## src/rtl/router_rd_arb_pkg.sv

```systemverilog
// Shared types and constants for the router read-side arbiter.
//   state_t      : scheduler FSM states
//   skid_entry_t : one buffered downstream beat {data, sop, eop, port}
//                  (plus err when ROUTER_RD_ARB_PARITY_CHECK_EN is defined)
//   rr_pick      : round-robin winner among three requesters
package router_rd_arb_pkg;

  localparam int RD_DATA_WIDTH = 8;
  localparam int RD_LEN_WIDTH  = 6;
  localparam int RD_PORT_W     = 2;
  localparam int RD_CNT_W      = RD_LEN_WIDTH + 1;

  typedef enum logic [1:0] {
    IDLE    = 2'd0,
    RD_HDR  = 2'd1,
    RD_BODY = 2'd2
  } state_t;

  typedef struct packed {
    logic [RD_DATA_WIDTH-1:0] data;
    logic                     sop;
    logic                     eop;
    logic [RD_PORT_W-1:0]     port;
`ifdef ROUTER_RD_ARB_PARITY_CHECK_EN
    logic                     err;
`endif
  } skid_entry_t;

  // First requester found scanning (ptr+1)%3, (ptr+2)%3, ptr. The loop runs
  // from the lowest priority upward so the highest-priority hit is written last.
  function automatic logic [RD_PORT_W-1:0] rr_pick(input logic [RD_PORT_W-1:0] ptr,
                                                   input logic [2:0]           req);
    logic [RD_PORT_W-1:0] pick;
    int idx;
    pick = ptr;
    for (int k = 3; k >= 1; k--) begin
      idx = (int'(ptr) + k) % 3;
      if (req[idx]) pick = RD_PORT_W'(idx);
    end
    return pick;
  endfunction

endpackage

```

## src/rtl/router_rd_arb_skid.sv

```systemverilog
// Two-entry skid buffer between the FIFO capture stage and the downstream link.
// Ports:
//   clock, reset       : clock, asynchronous active-high reset
//   push, push_entry   : write one beat (capture cycle)
//   pop                : remove the head beat (downstream transfer)
//   head               : oldest beat, drives the downstream outputs
//   occupancy          : number of stored beats (0..2)
// Push and pop may occur in the same cycle. Storage is not reset; only the
// pointers and occupancy are, so head is meaningful only when occupancy != 0.
module router_rd_arb_skid
  import router_rd_arb_pkg::*;
(
  input  logic        clock,
  input  logic        reset,
  input  logic        push,
  input  skid_entry_t push_entry,
  input  logic        pop,
  output skid_entry_t head,
  output logic [1:0]  occupancy
);

  skid_entry_t mem [2];
  logic        wr_ptr;
  logic        rd_ptr;

  always_ff @(posedge clock or posedge reset) begin
    if (reset) begin
      wr_ptr    <= 1'b0;
      rd_ptr    <= 1'b0;
      occupancy <= 2'd0;
    end else begin
      if (push) wr_ptr <= ~wr_ptr;
      if (pop)  rd_ptr <= ~rd_ptr;
      occupancy <= occupancy + 2'(push) - 2'(pop);
    end
  end

  always_ff @(posedge clock) begin
    if (push) mem[wr_ptr] <= push_entry;
  end

  assign head = mem[rd_ptr];

endmodule

```

## src/rtl/router_rd_arbiter.sv

```systemverilog
// Read-side scheduler for the 1x3 router. Drains the three output FIFOs onto
// one downstream byte link a whole packet at a time, round-robin among ports
// whose not-empty flag is high. The header byte sizes the burst
// (len = header[7:2], followed by len payload bytes and one parity byte).
// Ports:
//   clock, reset          : clock, asynchronous active-high reset
//   vld_out_0..2          : FIFO not-empty flags
//   data_out_0..2         : FIFO read data, valid the cycle after read_enb_x
//   read_enb_0..2         : FIFO read strobes, at most one high per cycle
//   m_data/m_valid/m_ready: downstream byte handshake
//   m_sop, m_eop          : header / parity byte markers
//   m_port                : source FIFO of the current byte
//   grant                 : one-hot port currently owned, 0 when idle
//   arb_busy              : FSM not in IDLE
//   parity_err            : only with ROUTER_RD_ARB_PARITY_CHECK_EN; pulses with
//                           the eop transfer when the parity byte mismatches the
//                           XOR of header and payload
module router_rd_arbiter
  import router_rd_arb_pkg::*;
#(
  parameter int DATA_WIDTH = RD_DATA_WIDTH,
  parameter int LEN_WIDTH  = RD_LEN_WIDTH,
  parameter int PORTS      = 3
) (
  input  logic                  clock,
  input  logic                  reset,
  input  logic                  vld_out_0,
  input  logic                  vld_out_1,
  input  logic                  vld_out_2,
  input  logic [DATA_WIDTH-1:0] data_out_0,
  input  logic [DATA_WIDTH-1:0] data_out_1,
  input  logic [DATA_WIDTH-1:0] data_out_2,
  output logic                  read_enb_0,
  output logic                  read_enb_1,
  output logic                  read_enb_2,
  output logic [DATA_WIDTH-1:0] m_data,
  output logic                  m_valid,
  input  logic                  m_ready,
  output logic                  m_sop,
  output logic                  m_eop,
  output logic [RD_PORT_W-1:0]  m_port,
  output logic [PORTS-1:0]      grant,
  output logic                  arb_busy
`ifdef ROUTER_RD_ARB_PARITY_CHECK_EN
  ,
  output logic                  parity_err
`endif
);

  localparam int CNT_W = LEN_WIDTH + 1;

  state_t                 state, state_nxt;
  logic [RD_PORT_W-1:0]   rr_ptr, rr_nxt;
  logic [RD_PORT_W-1:0]   gidx, gidx_nxt;
  logic [RD_PORT_W-1:0]   pick;
  logic [PORTS-1:0]       grant_nxt;
  logic [CNT_W-1:0]       cnt, cnt_nxt, remaining;
  logic [PORTS-1:0]       req;
  logic                   vld_g;
  logic                   room;
  logic [2:0]             load;
  logic                   issue, issue_sop, issue_eop;

  logic                   cap_vld_p1, cap_sop_p1, cap_eop_p1;
  logic [RD_PORT_W-1:0]   cap_port_p1;
  logic [DATA_WIDTH-1:0]  cap_data;
  logic [LEN_WIDTH-1:0]   hdr_len;

  skid_entry_t            push_entry;
  skid_entry_t            head;
  logic [1:0]             occupancy;
  logic                   pop;

  assign req   = {vld_out_2, vld_out_1, vld_out_0};
  assign vld_g = req[gidx];
  assign pick  = rr_pick(rr_ptr, req);

  assign pop     = m_valid && m_ready;
  assign m_valid = (occupancy != 2'd0);

  // Beats buffered after this cycle's pop plus the read already in flight.
  // Counting the pop lets a new read issue every cycle while m_ready stays high.
  assign load = 3'(occupancy) + 3'(cap_vld_p1) - 3'(pop);
  assign room = (load < 3'd2);

  // The header arrives in the first RD_BODY cycle; its length is used in that
  // same cycle so body reads start without a bubble.
  assign hdr_len   = cap_data[DATA_WIDTH-1 -: LEN_WIDTH];
  assign remaining = (cap_vld_p1 && cap_sop_p1) ? CNT_W'(hdr_len) + CNT_W'(1) : cnt;

  always_comb begin
    state_nxt = state;
    rr_nxt    = rr_ptr;
    gidx_nxt  = gidx;
    grant_nxt = grant;
    cnt_nxt   = remaining;
    issue     = 1'b0;
    issue_sop = 1'b0;
    issue_eop = 1'b0;
    case (state)
      IDLE: begin
        if (|req) begin
          rr_nxt    = pick;
          gidx_nxt  = pick;
          grant_nxt = PORTS'(1) << pick;
          state_nxt = RD_HDR;
        end
      end
      RD_HDR: begin
        if (vld_g && room) begin
          issue     = 1'b1;
          issue_sop = 1'b1;
          state_nxt = RD_BODY;
        end
      end
      RD_BODY: begin
        if (vld_g && room && (remaining != '0)) begin
          issue   = 1'b1;
          cnt_nxt = remaining - CNT_W'(1);
          if (remaining == CNT_W'(1)) begin
            issue_eop = 1'b1;
            state_nxt = IDLE;
            grant_nxt = '0;
          end
        end
      end
      default: state_nxt = IDLE;
    endcase
  end

  assign read_enb_0 = issue && (gidx == 2'd0);
  assign read_enb_1 = issue && (gidx == 2'd1);
  assign read_enb_2 = issue && (gidx == 2'd2);
  assign arb_busy   = (state != IDLE);

  always_ff @(posedge clock or posedge reset) begin
    if (reset) begin
      state       <= IDLE;
      rr_ptr      <= 2'd2;
      gidx        <= 2'd0;
      grant       <= '0;
      cnt         <= '0;
      cap_vld_p1  <= 1'b0;
      cap_sop_p1  <= 1'b0;
      cap_eop_p1  <= 1'b0;
      cap_port_p1 <= 2'd0;
    end else begin
      state       <= state_nxt;
      rr_ptr      <= rr_nxt;
      gidx        <= gidx_nxt;
      grant       <= grant_nxt;
      cnt         <= cnt_nxt;
      cap_vld_p1  <= issue;
      cap_sop_p1  <= issue_sop;
      cap_eop_p1  <= issue_eop;
      cap_port_p1 <= gidx;
    end
  end

  // Capture stage (_p1): FIFO data returns one cycle after its read strobe.
  always_comb begin
    case (cap_port_p1)
      2'd1:    cap_data = data_out_1;
      2'd2:    cap_data = data_out_2;
      default: cap_data = data_out_0;
    endcase
  end

`ifdef ROUTER_RD_ARB_PARITY_CHECK_EN
  logic [DATA_WIDTH-1:0] par_acc_p1;

  always_ff @(posedge clock) begin
    if (cap_vld_p1) begin
      if (cap_sop_p1)       par_acc_p1 <= cap_data;
      else if (!cap_eop_p1) par_acc_p1 <= par_acc_p1 ^ cap_data;
    end
  end
`endif

  always_comb begin
    push_entry      = '0;
    push_entry.data = cap_data;
    push_entry.sop  = cap_sop_p1;
    push_entry.eop  = cap_eop_p1;
    push_entry.port = cap_port_p1;
`ifdef ROUTER_RD_ARB_PARITY_CHECK_EN
    push_entry.err  = cap_eop_p1 && (par_acc_p1 != cap_data);
`endif
  end

  router_rd_arb_skid u_skid (
    .clock      (clock),
    .reset      (reset),
    .push       (cap_vld_p1),
    .push_entry (push_entry),
    .pop        (pop),
    .head       (head),
    .occupancy  (occupancy)
  );

  // Skid storage is not reset, so outputs are qualified by m_valid.
  assign m_data = m_valid ? head.data : '0;
  assign m_sop  = m_valid && head.sop;
  assign m_eop  = m_valid && head.eop;
  assign m_port = m_valid ? head.port : '0;

`ifdef ROUTER_RD_ARB_PARITY_CHECK_EN
  assign parity_err = pop && head.eop && head.err;
`endif

endmodule

```

## config.mk

```make
export PLATFORM = sky130hd
export DESIGN_NAME = router_rd_arbiter
export DESIGN_NICKNAME = d
export VERILOG_FILES = /design/src/rtl/router_rd_arb_pkg.sv /design/src/rtl/router_rd_arb_skid.sv /design/src/rtl/router_rd_arbiter.sv
export SDC_FILE = /design/constraint.sdc
export NUM_CORES = 1
export LEC_CHECK = 0
export CAP_MARGIN = 20
export CORE_ASPECT_RATIO = 1.5
export CORE_MARGIN = 1.5
export CORE_UTILIZATION = 55
export CTS_BUF_LIST = sky130_fd_sc_hd__clkbuf_4 sky130_fd_sc_hd__clkbuf_8
export DETAILED_ROUTE_END_ITERATION = 12
export PLACE_DENSITY = 0.86
export SYNTH_ARGS = -nofsm -noshare
export SYNTH_HDL_FRONTEND = slang
export SYNTH_SLANG_ARGS = --single-unit
export TNS_END_PERCENT = 20
```

## constraint.sdc

```tcl
create_clock -name clock -period 4.5 [get_ports clock]
set_clock_uncertainty 0.15 [all_clocks]
set_input_delay 1.125 -clock clock [delete_from_list [all_inputs] [get_ports clock]]
set_output_delay 1.125 -clock clock [all_outputs]
set_load 0.01 [all_outputs]
```

==> reports/summary.txt, run 1 <==
Crit. End Element -> primary output
Worst VDD drop -> 436 uV
Worst reg-to-reg path cell count -> 21
Worst Hold Launch -> cap_eop_p1
Worst path max stage delay -> 0.41 ns
# setup viols final -> 3
Setup ws final -> -0.125 ns
WS Path Type -> input port to primary output
DP Cell Count -> 392
Most frequent cells in the layout -> buf_4 (42), clkdlybuf4s50_1 (32), nand2_1 (24), edfxtp_1 (24), nor2_1 (22)
Grt total ovfl -> 0
1st-iter DRT viols -> 88
Initial antenna violation count -> 0
Slew HR -> 38.0%
Die span in y -> 90.8 um
Placer Congestion -> 0.832
Register area share after synthesis -> 46.8%
R2R Setup Slk -> 0.29 ns
Syn avg cell area -> 10.9 um^2
Via count -> 2440
Full die area -> 5590 um^2
Area leader, netlist -> edfxtp_1
Fin. Hold Viols -> 0
Syn Nets -> 303
Critical register-to-register path startpoint -> u_skid.occupancy[1]
Kind of start point of the critical path -> input port
Synth Register Bits -> 48
Yosys top cell area share -> 25.5%
CTS buffer count -> 5
Setup TNS -> -0.311 ns
Run status -> finished with violations
Clock Sinks -> 48
Skew-Pair Late Insertion Delay -> 0.32 ns
Ys flop type -> edfxtp_1
Synth Instances -> 259
Worst reg2reg endpoint -> state[1]
Final cell utilization of the core -> 82.4%
CTS max path bufs -> 2
Total global-route track usage -> 28.5%
CTS tree -> yes
CP required -> 3.22 ns
WL final -> 8140 um
Root cell of the clock tree -> clkbuf_8
CP delay by family, top -> compound AO/OA/AOI/OAI gates
PortBufs -> 49
Slew Viols, Final -> 0
Num ports -> 50
Vias in the first global route -> 2550
Drt first pass iters -> 4
Final net count -> 396
First-pass GRT wire length -> 11800 um
RSZ-0062 raised after global routing -> yes
Highest Clock Rate -> 216 MHz
Max-cap viol count -> 0
Layout cells sized above 1 -> 33.4%
Post-layout instance area -> 4030 um^2
EDFF count, synth -> 24
Core Area -> 4890 um^2
Pleak -> 1.67 nW
Failing checks -> setup timing
Clock transition at the registers of the reported paths -> 0.10 ns
Number of distinct library cells after synthesis -> 58
Final std cells w/o fill -> 419
Synthesis-to-finish area growth -> 42.5%
Final period utilization -> 103%
Hold Crit Endpoint -> u_skid.mem[1][2]
Hold Path Class -> flip-flop to flip-flop
Critical path data arrival time -> 3.35 ns
Slowest CP cell -> a221oi_4
FP Rows -> 31
# hold bufs at CTS -> 0
Dpl cell area -> 3550 um^2
PD cells -> 768 nW/um^2
Post-synth ARST share -> 50.0%
Top cells by area, synth -> edfxtp_1 (25%), dfrtp_1 (20%), ha_1 (5.8%)
Yosys warnings -> 0
Largest net degree at the start of global routing -> 25
Via density -> 5.82
Post-DP HPWL -> 5150 um
Die width -> 61.5 um
Max Fanout on Critical Path -> 4
Remaining antenna violation count -> 0
Buf/Inv on CP -> 2
Hold Crit Depth -> 0
Per-cell routed wire length -> 19.4 um
Min cycle time layout -> 4.62 ns
Tightest Pin Transition -> 0.929 ns
CP Cell Sequence -> dlygate4sd2_1 -> a221oi_4 -> nor2_1 -> nand2_1 -> xor2_2 -> a31oi_4 -> o31a_4 -> o21ai_4 -> nor3_2 -> buf_2
H-tree levels -> 2
ANT cells -> 0
Synthesized cell area -> 2830 um^2
Layout fillers -> 280
Starting density of the core -> 57.8%
# DRC -> 0
Commonest non-fill, non-tap cell in the layout -> buf_4
worst reg2reg max path: stages (launching register included):
cell and delay, ns:
dfrtp_1 0.45, nor2_1 0.27, nor2b_4 0.09, ha_4 0.28, inv_4 0.03, ha_4 0.15
fa_2 0.37, xnor2_2 0.15, nor2_2 0.11, nand2_1 0.10, buf_4 0.15, buf_4 0.12
buf_4 0.12, buf_4 0.12, buf_4 0.13, buf_4 0.12, buf_4 0.14, nor3b_2 0.20
nand2_1 0.11, o31ai_4 0.22, o211ai_1 0.18, mux2_1 0.33
Yosys cell counts, drive strengths merged, types with 2 or more instances:
cell type	count
nand2	26
nor2	26
edfxtp	24
dfrtp	23
inv	20
mux2i	15
o21ai	14
ha	13
a221oi	6
nor2b	6
nor3	6
a21oi	5
a31oi	5
xor2	5
a22oi	4
buf	4
clkbuf	4
or3	4
xnor2	4
nand2b	3
nand3	3
nand3b	3
o211ai	3
o21a	3
a21boi	2
a32oi	2
and2	2
and3	2
nor3b	2
nor4	2
o22ai	2
o31ai	2
cells by family (layout without fill, tap and decap cells):
| kind of cell | after synthesis | count (layout) | share of synthesized area [%] |
|---|---|---|---|
| adders and majority gates | 14 | 14 | 6.46 |
| AOI/OAI and AO/OA | 54 | 54 | 16.6 |
| muxes | 16 | 16 | 5.71 |
| xor gates and xnor gates | 9 | 9 | 3.32 |
| DFF | 48 | 48 | 46.8 |
| and+or+nand+nor | 90 | 90 | 16.9 |
| buffers and inverters | 28 | 122 | 4.25 |
timing repair:
item,CTS,global route
setup buffers,14,4
pin swaps,25,16
setup endpoints to repair,3,4
gates cloned,0,0
resized for setup,74,24
metrics by stage:
stage	hold slack (ns)	power, W	setup WS [ns]
global route	0.359	0.00326	-0.157
detailed placement	0.283	0.00223	-0.837
CTS	0.301	0.00280	-0.0467
floorplan	0.226	0.00164	0.202
finish	0.353	0.00309	-0.125
global placement	0.276	0.00216	-0.656
flip-flops by register name (all words and copies together), names as in the netlist:
register,count
u_skid.wr_ptr,1
u_skid.mem,24
grant,3
cap_port_p1,2
cap_sop_p1,1
cap_eop_p1,1
u_skid.rd_ptr,1
gidx,1
u_skid.occupancy,2
cap_vld_p1,1
state,2
rr_ptr,2
cnt,7
routing by layer:
metal | vias up | track usage, % | routed length, um
li1 | 1119 | - | -
met1 | 1188 | 28.9 | 2930
met2 | 100 | 52.8 | 4510
met3 | 33 | 3.58 | 294
met4 | 0 | 14.4 | 402
met5 | - | 0 | 0
where the power goes:
part / leakage (nW) / internal, W / total, W / switching [W]
Sequential: 0.502 / 0.000623 / 0.000756 / 0.000132
Clock: 0.0404 / 0.000110 / 0.000271 / 0.000161
Combinational: 1.13 / 0.00104 / 0.00207 / 0.00103
final cells by class:
class | count | area, um^2 | area share (%)
Timing Repair Buffer | 94 | 808 | 20.1
Sequential cell | 48 | 1330 | 32.9
Clock inverter | 3 | 23.8 | 0.590
Inverter | 20 | 77.6 | 1.93
Tap cell | 66 | 82.6 | 2.05
Multi-Input combinational cell | 183 | 1640 | 40.8
Clock buffer | 5 | 68.8 | 1.71
how the worst max path moves through the flow:
stage | start | endpoint | slack (ns) | cells past startpoint
3_5_place_dp | m_ready | read_enb_2 | -0.84 | 13
6_report | data_out_2[4] | read_enb_2 | -0.12 | 10
5_1_grt | data_out_2[4] | read_enb_2 | -0.16 | 10
4_1_cts | data_out_2[2] | read_enb_2 | -0.05 | 12
2_1_floorplan | m_ready | read_enb_0 | 0.20 | 12
3_3_place_gp | m_ready | read_enb_1 | -0.66 | 13
(Power assumes the default switching activity.)
==> inputs of run 2 (changes only) <==
--- a/config.mk
+++ b/config.mk
@@ -10,6 +10,7 @@
 export CORE_MARGIN = 1.5
 export CORE_UTILIZATION = 55
 export CTS_BUF_LIST = sky130_fd_sc_hd__clkbuf_4 sky130_fd_sc_hd__clkbuf_8
+export CTS_CLUSTER_SIZE = 16
 export DETAILED_ROUTE_END_ITERATION = 12
 export PLACE_DENSITY = 0.86
 export SYNTH_ARGS = -nofsm -noshare
==> results of run 2 <==
Final layout, timing and power as in run 1 (identical DEF).
